--- src/rtl/sd_spi_card_responder_if.sv ---
// SD SPI link plus the block-write byte port of the card responder.
// master: the host/bench side; slave: the emulated card.
interface sd_spi_card_responder_if;
    logic        sclk;
    logic        cs_n;
    logic        mosi;
    logic        miso;
    logic        initialized;
    logic        wr_valid;
    logic [7:0]  wr_data;
    logic        wr_first;
    logic        wr_last;
    logic [31:0] wr_addr;
    logic        wr_abort;

    modport master (
        output sclk, cs_n, mosi,
        input  miso, initialized, wr_valid, wr_data, wr_first, wr_last, wr_addr, wr_abort
    );

    modport slave (
        input  sclk, cs_n, mosi,
        output miso, initialized, wr_valid, wr_data, wr_first, wr_last, wr_addr, wr_abort
    );
endinterface

--- src/rtl/sd_spi_card_responder.sv ---
// SPI-mode SD card emulator. Oversamples the SPI pins in the clk domain,
// decodes 6-byte commands, answers R1/R2/R3/R7 and streams CMD24 payloads.
//
// state      | meaning
// -----------+---------------------------------------------------------
// CMD_WAIT   | waiting for a byte with [7:6]==01 (command start)
// CMD_ARGS   | collecting 4 argument bytes and the CRC byte
// NCR        | sending NCR_BYTES x 0xFF before the response
// RESP       | sending the response bytes
// TOKEN_WAIT | CMD24 accepted, waiting for the 0xFE start token
// DATA_RX    | 512 payload bytes then 2 CRC bytes
// DRESP      | sending data response 0x05
// BUSY       | sending BUSY_BYTES x 0x00
module sd_spi_card_responder #(
    parameter int ACMD41_BUSY = 2,
    parameter int NCR_BYTES   = 1,
    parameter int BUSY_BYTES  = 4
) (
    input  logic                        clk,
    input  logic                        rst,
    sd_spi_card_responder_if.slave      bus
);
    typedef enum logic [2:0] {
        CMD_WAIT, CMD_ARGS, NCR, RESP, TOKEN_WAIT, DATA_RX, DRESP, BUSY
    } state_t;

    localparam logic [7:0] ACMD_BUSY_C = 8'(ACMD41_BUSY);
    localparam logic [3:0] NCR_LAST    = 4'(NCR_BYTES - 1);
    localparam logic [7:0] BUSY_LAST   = 8'(BUSY_BYTES - 1);

    logic [1:0] sclk_sync, cs_sync, mosi_sync;
    logic       sclk_q;
    logic       sclk_rise, sclk_fall, cs_hi;

    logic [2:0] bit_cnt;
    logic [6:0] rx_shift;
    logic [7:0] rx_byte;
    logic       byte_done;
    logic       load_pending;
    logic [7:0] tx_shift;
    logic       miso_q;

    state_t      state_q, state_d;
    logic [7:0]  tx_next_q, tx_next_d;
    logic [5:0]  cmd_idx_q, cmd_idx_d;
    logic [31:0] arg_q, arg_d;
    logic [2:0]  args_left_q, args_left_d;
    logic [3:0]  ncr_left_q, ncr_left_d;
    logic [39:0] resp_buf_q, resp_buf_d;
    logic [2:0]  resp_left_q, resp_left_d;
    logic [9:0]  data_left_q, data_left_d;
    logic [7:0]  busy_left_q, busy_left_d;
    logic        take_data_q, take_data_d;
    logic        app_cmd_q, app_cmd_d;
    logic        idle_q, idle_d;
    logic        init_q, init_d;
    logic [7:0]  acmd_cnt_q, acmd_cnt_d;
    logic [31:0] wr_addr_q, wr_addr_d;
    logic        wr_valid_q, wr_valid_d;
    logic [7:0]  wr_data_q, wr_data_d;
    logic        wr_first_q, wr_first_d;
    logic        wr_last_q, wr_last_d;
    logic        wr_abort_q, wr_abort_d;

    logic [39:0] dec_buf;
    logic [2:0]  dec_len;
    logic        dec_data;
    logic [7:0]  r1_i, r1_ill;

    // Two-stage synchronizers for the asynchronous SPI pins and sclk history.
    always_ff @(posedge clk or posedge rst) begin
        if (rst) begin
            sclk_sync <= 2'b00;
            cs_sync   <= 2'b11;
            mosi_sync <= 2'b11;
            sclk_q    <= 1'b0;
        end else begin
            sclk_sync <= {sclk_sync[0], bus.sclk};
            cs_sync   <= {cs_sync[0], bus.cs_n};
            mosi_sync <= {mosi_sync[0], bus.mosi};
            sclk_q    <= sclk_sync[1];
        end
    end

    assign sclk_rise = sclk_sync[1] & ~sclk_q;
    assign sclk_fall = ~sclk_sync[1] & sclk_q;
    assign cs_hi     = cs_sync[1];

    // Bit layer: shift in on sclk rise, shift out on sclk fall; the fall
    // after a byte boundary loads the byte the FSM chose in tx_next.
    always_ff @(posedge clk or posedge rst) begin
        if (rst) begin
            bit_cnt      <= 3'd0;
            rx_shift     <= 7'd0;
            rx_byte      <= 8'd0;
            byte_done    <= 1'b0;
            load_pending <= 1'b0;
            tx_shift     <= 8'hFF;
            miso_q       <= 1'b1;
        end else begin
            byte_done <= 1'b0;
            if (cs_hi) begin
                bit_cnt      <= 3'd0;
                load_pending <= 1'b0;
                tx_shift     <= 8'hFF;
                miso_q       <= 1'b1;
            end else begin
                if (sclk_rise) begin
                    rx_shift <= {rx_shift[5:0], mosi_sync[1]};
                    bit_cnt  <= bit_cnt + 3'd1;
                    if (bit_cnt == 3'd7) begin
                        rx_byte      <= {rx_shift, mosi_sync[1]};
                        byte_done    <= 1'b1;
                        load_pending <= 1'b1;
                    end
                end
                if (sclk_fall) begin
                    if (load_pending) begin
                        tx_shift     <= tx_next_q;
                        miso_q       <= tx_next_q[7];
                        load_pending <= 1'b0;
                    end else begin
                        tx_shift <= {tx_shift[6:0], 1'b1};
                        miso_q   <= tx_shift[6];
                    end
                end
            end
        end
    end

    assign r1_i   = {7'b0, idle_q};
    assign r1_ill = {5'b0, 1'b1, 1'b0, idle_q};

    // Response bytes for the command just received (left-aligned, len-1).
    always_comb begin
        dec_buf  = {r1_ill, 32'h0};
        dec_len  = 3'd0;
        dec_data = 1'b0;
        case (cmd_idx_q)
            6'd0:  dec_buf = {8'h01, 32'h0};
            6'd8: begin
                dec_buf = {r1_i, 16'h0000, 4'h0, arg_q[11:8], arg_q[7:0]};
                dec_len = 3'd4;
            end
            6'd13: begin
                dec_buf = 40'h0;
                dec_len = 3'd1;
            end
            6'd16: dec_buf = {(arg_q == 32'd512) ? r1_i : (r1_i | 8'h40), 32'h0};
            6'd24: begin
                if (init_q) begin
                    dec_buf  = 40'h0;
                    dec_data = 1'b1;
                end
            end
            6'd41: begin
                if (app_cmd_q)
                    dec_buf = {(acmd_cnt_q < ACMD_BUSY_C) ? 8'h01 : 8'h00, 32'h0};
            end
            6'd55: dec_buf = {r1_i, 32'h0};
            6'd58: begin
                dec_buf = {r1_i, 32'hC0FF_8000};
                dec_len = 3'd4;
            end
            6'd59: dec_buf = {r1_i, 32'h0};
            default: ;
        endcase
    end

    // Byte-level protocol FSM: next state, next tx byte and side effects.
    always_comb begin
        state_d     = state_q;
        tx_next_d   = tx_next_q;
        cmd_idx_d   = cmd_idx_q;
        arg_d       = arg_q;
        args_left_d = args_left_q;
        ncr_left_d  = ncr_left_q;
        resp_buf_d  = resp_buf_q;
        resp_left_d = resp_left_q;
        data_left_d = data_left_q;
        busy_left_d = busy_left_q;
        take_data_d = take_data_q;
        app_cmd_d   = app_cmd_q;
        idle_d      = idle_q;
        init_d      = init_q;
        acmd_cnt_d  = acmd_cnt_q;
        wr_addr_d   = wr_addr_q;
        wr_data_d   = wr_data_q;
        wr_valid_d  = 1'b0;
        wr_first_d  = 1'b0;
        wr_last_d   = 1'b0;
        wr_abort_d  = 1'b0;
        if (cs_hi) begin
            state_d    = CMD_WAIT;
            tx_next_d  = 8'hFF;
            wr_abort_d = (state_q == DATA_RX);
        end else if (byte_done) begin
            tx_next_d = 8'hFF;
            case (state_q)
                CMD_WAIT: begin
                    if (rx_byte[7:6] == 2'b01) begin
                        cmd_idx_d   = rx_byte[5:0];
                        args_left_d = 3'd4;
                        state_d     = CMD_ARGS;
                    end
                end
                CMD_ARGS: begin
                    if (args_left_q != 3'd0) begin
                        arg_d       = {arg_q[23:0], rx_byte};
                        args_left_d = args_left_q - 3'd1;
                    end else begin
                        state_d     = NCR;
                        ncr_left_d  = NCR_LAST;
                        resp_buf_d  = dec_buf;
                        resp_left_d = dec_len;
                        take_data_d = dec_data;
                        app_cmd_d   = 1'b0;
                        case (cmd_idx_q)
                            6'd0: begin
                                idle_d     = 1'b1;
                                init_d     = 1'b0;
                                acmd_cnt_d = 8'd0;
                            end
                            6'd55: app_cmd_d = 1'b1;
                            6'd41: begin
                                if (app_cmd_q) begin
                                    if (acmd_cnt_q < ACMD_BUSY_C) begin
                                        acmd_cnt_d = acmd_cnt_q + 8'd1;
                                    end else begin
                                        idle_d = 1'b0;
                                        init_d = 1'b1;
                                    end
                                end
                            end
                            6'd24: if (init_q) wr_addr_d = arg_q;
                            default: ;
                        endcase
                    end
                end
                NCR: begin
                    if (ncr_left_q == 4'd0) begin
                        state_d    = RESP;
                        tx_next_d  = resp_buf_q[39:32];
                        resp_buf_d = {resp_buf_q[31:0], 8'hFF};
                    end else begin
                        ncr_left_d = ncr_left_q - 4'd1;
                    end
                end
                RESP: begin
                    if (resp_left_q == 3'd0) begin
                        state_d = take_data_q ? TOKEN_WAIT : CMD_WAIT;
                    end else begin
                        tx_next_d   = resp_buf_q[39:32];
                        resp_buf_d  = {resp_buf_q[31:0], 8'hFF};
                        resp_left_d = resp_left_q - 3'd1;
                    end
                end
                TOKEN_WAIT: begin
                    if (rx_byte == 8'hFE) begin
                        state_d     = DATA_RX;
                        data_left_d = 10'd513;
                    end
                end
                DATA_RX: begin
                    if (data_left_q >= 10'd2) begin
                        wr_valid_d = 1'b1;
                        wr_data_d  = rx_byte;
                        wr_first_d = (data_left_q == 10'd513);
                        wr_last_d  = (data_left_q == 10'd2);
                    end
                    if (data_left_q == 10'd0) begin
                        state_d   = DRESP;
                        tx_next_d = 8'h05;
                    end else begin
                        data_left_d = data_left_q - 10'd1;
                    end
                end
                DRESP: begin
                    state_d     = BUSY;
                    tx_next_d   = 8'h00;
                    busy_left_d = BUSY_LAST;
                end
                BUSY: begin
                    if (busy_left_q == 8'd0) begin
                        state_d = CMD_WAIT;
                    end else begin
                        busy_left_d = busy_left_q - 8'd1;
                        tx_next_d   = 8'h00;
                    end
                end
                default: state_d = CMD_WAIT;
            endcase
        end
    end

    // FSM and card-status registers.
    always_ff @(posedge clk or posedge rst) begin
        if (rst) begin
            state_q     <= CMD_WAIT;
            tx_next_q   <= 8'hFF;
            cmd_idx_q   <= 6'd0;
            arg_q       <= 32'd0;
            args_left_q <= 3'd0;
            ncr_left_q  <= 4'd0;
            resp_buf_q  <= 40'hFF_FFFF_FFFF;
            resp_left_q <= 3'd0;
            data_left_q <= 10'd0;
            busy_left_q <= 8'd0;
            take_data_q <= 1'b0;
            app_cmd_q   <= 1'b0;
            idle_q      <= 1'b1;
            init_q      <= 1'b0;
            acmd_cnt_q  <= 8'd0;
            wr_addr_q   <= 32'd0;
            wr_valid_q  <= 1'b0;
            wr_data_q   <= 8'd0;
            wr_first_q  <= 1'b0;
            wr_last_q   <= 1'b0;
            wr_abort_q  <= 1'b0;
        end else begin
            state_q     <= state_d;
            tx_next_q   <= tx_next_d;
            cmd_idx_q   <= cmd_idx_d;
            arg_q       <= arg_d;
            args_left_q <= args_left_d;
            ncr_left_q  <= ncr_left_d;
            resp_buf_q  <= resp_buf_d;
            resp_left_q <= resp_left_d;
            data_left_q <= data_left_d;
            busy_left_q <= busy_left_d;
            take_data_q <= take_data_d;
            app_cmd_q   <= app_cmd_d;
            idle_q      <= idle_d;
            init_q      <= init_d;
            acmd_cnt_q  <= acmd_cnt_d;
            wr_addr_q   <= wr_addr_d;
            wr_valid_q  <= wr_valid_d;
            wr_data_q   <= wr_data_d;
            wr_first_q  <= wr_first_d;
            wr_last_q   <= wr_last_d;
            wr_abort_q  <= wr_abort_d;
        end
    end

    assign bus.miso        = miso_q;
    assign bus.initialized = init_q;
    assign bus.wr_valid    = wr_valid_q;
    assign bus.wr_data     = wr_data_q;
    assign bus.wr_first    = wr_first_q;
    assign bus.wr_last     = wr_last_q;
    assign bus.wr_addr     = wr_addr_q;
    assign bus.wr_abort    = wr_abort_q;
endmodule

--- src/flat_wrapper.sv ---
// flat-port wrapper written by rule: the top's interface ports become plain ports
module sd_spi_card_responder_flat 
#(
    parameter int ACMD41_BUSY = 2,
    parameter int NCR_BYTES   = 1,
    parameter int BUSY_BYTES  = 4
)
  (clk, rst, bus_sclk, bus_cs_n, bus_mosi, bus_miso, bus_initialized, bus_wr_valid, bus_wr_data, bus_wr_first, bus_wr_last, bus_wr_addr, bus_wr_abort);
  sd_spi_card_responder_if bus_i ();
  input  logic clk;
  input  logic rst;
  input wire logic [$bits(bus_i.sclk)-1:0] bus_sclk;
  input wire logic [$bits(bus_i.cs_n)-1:0] bus_cs_n;
  input wire logic [$bits(bus_i.mosi)-1:0] bus_mosi;
  output wire logic [$bits(bus_i.miso)-1:0] bus_miso;
  output wire logic [$bits(bus_i.initialized)-1:0] bus_initialized;
  output wire logic [$bits(bus_i.wr_valid)-1:0] bus_wr_valid;
  output wire logic [$bits(bus_i.wr_data)-1:0] bus_wr_data;
  output wire logic [$bits(bus_i.wr_first)-1:0] bus_wr_first;
  output wire logic [$bits(bus_i.wr_last)-1:0] bus_wr_last;
  output wire logic [$bits(bus_i.wr_addr)-1:0] bus_wr_addr;
  output wire logic [$bits(bus_i.wr_abort)-1:0] bus_wr_abort;
  assign bus_i.sclk = bus_sclk;
  assign bus_i.cs_n = bus_cs_n;
  assign bus_i.mosi = bus_mosi;
  assign bus_miso = bus_i.miso;
  assign bus_initialized = bus_i.initialized;
  assign bus_wr_valid = bus_i.wr_valid;
  assign bus_wr_data = bus_i.wr_data;
  assign bus_wr_first = bus_i.wr_first;
  assign bus_wr_last = bus_i.wr_last;
  assign bus_wr_addr = bus_i.wr_addr;
  assign bus_wr_abort = bus_i.wr_abort;
  sd_spi_card_responder #(.ACMD41_BUSY(ACMD41_BUSY), .NCR_BYTES(NCR_BYTES), .BUSY_BYTES(BUSY_BYTES)) u_core (.clk(clk), .rst(rst), .bus(bus_i));
endmodule
--- config.mk ---
export PLATFORM = sky130hd
export DESIGN_NAME = sd_spi_card_responder_flat
export DESIGN_NICKNAME = d
export VERILOG_FILES = /design/src/rtl/sd_spi_card_responder_if.sv /design/src/rtl/sd_spi_card_responder.sv /design/src/flat_wrapper.sv
export SDC_FILE = /design/constraint.sdc
export NUM_CORES = 1
export LEC_CHECK = 0
export CORE_MARGIN = 4
export CORE_UTILIZATION = 28
export DETAILED_ROUTE_END_ITERATION = 7
export SLEW_MARGIN = 40
export SYNTH_ARGS = -nofsm -noshare
export SYNTH_HDL_FRONTEND = slang
export SYNTH_SLANG_ARGS = --single-unit
--- constraint.sdc ---
create_clock -name clk -period 11.74 [get_ports clk]
set_input_delay 2.348 -clock clk [delete_from_list [all_inputs] [get_ports clk]]
set_output_delay 2.348 -clock clk [all_outputs]
set_load 0.05 [all_outputs]
Word level (Yosys, flattened, before mapping). Cells that the tools add are included.

Flip-flop bits (word level): 208. Input port bits: 5.

Add/sub/neg operators: 7. Order comparisons: 2. Equality and inequality tests: 40. Mux-type cells: 83. Bitwise logic cells: 6. Reductions and logical operators: 35.

Operators by type and width (number): $pmux 40 s8 (1); $mux 40 (4); $pmux 40 s3 (1); $mux 8 (9); $mux 3 (16); $pmux 8 s5 (1); $mux 35 (1); $eq 32x10->1 const B (1); $mux 1 (32); $pmux 8 s2 (2); $mux 7 (4); $eq 6x6->1 const B (4); $pmux 3 s8 (1); $mux 10 (2); $pmux 10 s2 (1); $reduce_and 4->1 (5); $reduce_and 5->1 (4); $pmux 3 s2 (3); $reduce_bool 2->1 (9); $eq 3x3->1 const B (5); $ne 3x1->1 const B (5); $reduce_and 7->1 (2); $eq 6x4->1 const B (2); $eq 6x5->1 const B (2); 33 further kinds (56).

Logic depth before layout (Yosys ltp).
Depth after elaboration: 6. Gate-level depth with buffers: 10.

Worst setup path after synthesis. No wires, ideal clock.

Kind: register to output. Start: register u_core.miso_q (netlist: u_core.bus.miso). End: output port bus_miso. Data arrival time: 663 ps. Data required time: 9392 ps. Setup slack: 8729 ps. Stages on the path, launching flop included: 1. Cell sequence: dfstp_2.

RTL lines: start: declaration (line sd_spi_card_responder.sv:41) `logic miso_q;`; start signal: assignment (line sd_spi_card_responder.sv:120) `miso_q <= tx_next_q[7];`; start signal: assignment (line sd_spi_card_responder.sv:124) `miso_q <= tx_shift[6];`; end: declaration (line flat_wrapper.sv:15) `output wire logic [$bits(bus_i.miso)-1:0] bus_miso;`.

No word-level cell between the ends.

Worst setup path after layout.
Start: register u_core.miso_q (netlist: u_core.bus.miso). End: output port bus_miso.

No word-level cell between the ends.

==> results.yml <==
worst_setup_path:
  cp_slowest_stage_delay_ns: 0.82
  cp.required_ns: 9.39
  worstRegToRegCells: 7
  cpMaxStageDelayCell: "clkdlybuf4s50_1"
  critical_path_class: "flip-flop to output pin"
  regToRegEndpoint: "u_core.bus.wr_addr[12]"
  arrival_ns: 1.85
  cp_top_family: "buffers and inverters"
  worst-path-max-fanout: 2
  cp_num_buf_inv: 1
  worstReg2RegStart: "u_core.state_q[1]"
  path_cells: "clkdlybuf4s50_1"
  r2r_slack_ns: 9.00
  start_kind: "flip-flop"
  end_kind: "output pin"
synth:
  syn_nets: 854
  synth.area.top_cells: "dfrtp_1 (39%), dfstp_2 (17%), mux2_2 (11%), nand2_1 (3.5%), ha_1 (2.5%)"
  synth_largest_area_cell: "dfrtp_1"
  synth.avg_cell_area_um2: 11.5
  synth.area.mux_share_pct: 12.1
  syn_area_um2: 9520
  syn_inst: 830
  ys.warnings.count: 0
  yosysMostFrequentCell: "dfrtp_1"
  synth_top_area_share_pct: 38.7
  synth_common_cells: "dfrtp_1 (147), mux2_2 (91), nand2_1 (89)"
  synth_ff_type: "dfrtp_1"
  synth_top_family_by_area: "simple AND/OR/NAND/NOR gates"
  synth_edf_count: 0
  synth_compound_area_share_pct: 11.5
  synth.ff_latch_count: 208
  synth_seq_area_share_pct: 55.5
  async_flop_share_pct: 100
  synth-simple-area-share_pct: 14.7
  synth-xor-area-share_pct: 0.368
  synth_cell_types: 75
  synth_fa_ha_area_share_pct: 2.50
sta:
  rsz0062_at_grt: "false"
  relSlewSlack_pct: 49.6
  period_minus_slack_ns: 4.20
  setup_viol: 0
  finClkSkew_ns: 0.0179
  timing.fmax_ghz: 0.238
  hold_violations: 0
  fin_crit_sh_pct: 35.7
  worst_pin_slew_ns: 0.749
  fin_hold_ws_ns: 0.357
  drv_slew: 0
  fin_setup_tns_ns: 0
min_path:
  min_path_cells: 0
  hold_class: "flip-flop to flip-flop"
  whs_endpoint: "u_core.mosi_sync[1]"
  min_from: "u_core.mosi_sync[0]"
clocking:
  cts_sinks: 208
  ctsRootBufferMaster: "clkbuf_16"
  cts_resized: 0
  cts_buffers: 23
  clkTransAtPathRegs_ns: 0.06
  clk_latency_ns: 0.52
  cts_tree: "yes"
  cts-htree-levels: 1
  post_cts.repair.setup_buffers: 0
  cts_buffer_depth: 3
  postCtsHoldBufs: 0
run_status:
  status: "finished clean"
die:
  core_um2: 33500
  die_w_um: 192
  die_area_um2: 37000
  rows: 67
  die_y_um: 192
  ioPinCount: 51
  initial_core_util_pct: 28.4
route:
  wl_per_cell_um: 15.0
  drt.antenna.violating_nets: 0
  drt_wl_total_um: 20000
  vias: 6363
  first_iter_violations: 456
  via_per_inst: 4.77
  drcViolationCount: 0
  dr.pass1.iters: 5
power:
  power_frac_clock_pct: 48.6
  swShare_pct: 21.7
  power_density_nw_per_um2: 134
  power_uw: 1500
  pwr-share-seq_pct: 49.2
  max-vdd-ir-drop_uv: 82.7
  leakage_uw: 0.00477
  p_switching_uw: 326
  p_comb_share_pct: 2.2
  intPower_uw: 1180
global_routing:
  grt_pass1_wl_um: 34300
  grt_pass1_vias: 6476
  grt_max_degree: 133
  grt.overflow.total: 0
  antenna_found_initial: 0
  track_usage_pct: 11.0
placement:
  gp_congestion: 0.781
  placed_area_um2: 10400
  portBuffers: 50
  hpwlAfterDp_um: 13000
final_layout:
  n_fill_cell: 3421
  seqCellArea_um2: 5280
  areaGrowthSynthToFinish_pct: 17.5
  final_cell_area_um2: 11200
  final_util_pct: 33.4
  n_antenna_cell: 0
  multi_input_area_um2: 3920
  final_layout_size_suffix_gt1_share_pct: 27.0
  final_nets: 893
run:
  max-cap-violations: 0
-- final cells by class --
cell class | count | area share (%)
Clock inverter | 11 | 1.13
Multi-Input combinational cell | 558 | 35.1
Timing Repair Buffer | 57 | 4.98
Sequential cell | 208 | 47.2
Tap cell | 448 | 5.01
Clock buffer | 31 | 5.77
Inverter | 21 | 0.817
-- metrics by stage --
| step | std cells | setup WS, ns |
|---|---|---|
| after floorplan | 830 | 3.81 |
| after global placement | 1292 | 7.10 |
| after detailed placement | 1292 | 7.53 |
| after CTS | 1334 | 7.50 |
| after global routing | 1334 | 7.48 |
| final | 1334 | 7.54 |
-- cell families (layout without fill, tap and decap cells) --
group                      count (synthesis)  after routing
and+or+nand+nor                          273            273
DFF                                      208            208
adders and majority gates                 19             19
buffers and inverters                     64            120
muxes                                    103            103
AOI/OAI and AO/OA                        159            159
xor gates and xnor gates                   4              4
-- routing by layer --
metal,up-vias,part of all wire (%),track usage (%)
met1,3151,48,15.8
li1,3066,-,-
met2,116,46,17.5
met5,-,0,0
met4,0,2.1,2.61
met3,30,4.0,1.88
-- power by group through the flow --
stage | Clock (uW) | Combinational [uW] | Sequential, uW
floorplan | 0 | 25.7 | 751
global placement | 0 | 34.0 | 752
detailed placement | 0 | 35.0 | 753
CTS | 747 | 35.1 | 741
global route | 779 | 38.8 | 742
finish | 730 | 33.2 | 740
-- worst max path at each step --
| stage | startpoint | to | slack [ns] | cells past startpoint |
|---|---|---|---|---|
| after floorplan | rst | u_core.acmd_cnt_q[0] | 3.81 | 1 |
| after global placement | rst | u_core.bus.wr_first | 7.10 | 3 |
| after detailed placement | rst | u_core.data_left_q[6] | 7.53 | 3 |
| after CTS | u_core.bus.miso | bus_miso | 7.50 | 1 |
| after global routing | u_core.bus.miso | bus_miso | 7.48 | 1 |
| final | u_core.bus.miso | bus_miso | 7.54 | 1 |
-- cells in the final DEF, fill, tap and decap left out, types with 9 or more instances in the layout --
master	n
ha_1	19
o21ai_0	30
clkbuf_16	23
o21ai_2	16
nor2_1	44
nand4_1	9
o211ai_1	9
inv_1	20
dfrtp_1	147
nor4_1	14
clkdlybuf4s50_1	50
mux2_2	91
o31ai_1	9
nand3_1	37
nand2_1	89
nand2b_1	12
nor3_1	12
mux2i_1	9
a21oi_1	41
dfstp_2	61
-- flip-flops by register name, indices dropped and copies added, names as in the netlist, 2 cells and up --
signal	flops
u_core.acmd_cnt_q	8
u_core.state_q	3
u_core.tx_next_q	8
u_core.bus.wr_addr	32
u_core.cs_sync	2
u_core.data_left_q	10
u_core.rx_shift	7
u_core.ncr_left_q	4
u_core.bit_cnt	3
u_core.resp_left_q	3
u_core.cmd_idx_q	6
u_core.busy_left_q	8
u_core.mosi_sync	2
u_core.bus.wr_data	8
u_core.args_left_q	3
u_core.tx_shift	7
u_core.rx_byte	8
u_core.arg_q	32
u_core.resp_buf_q	40
u_core.sclk_sync	2
No activity file was read; power rests on OpenSTA's default activity.
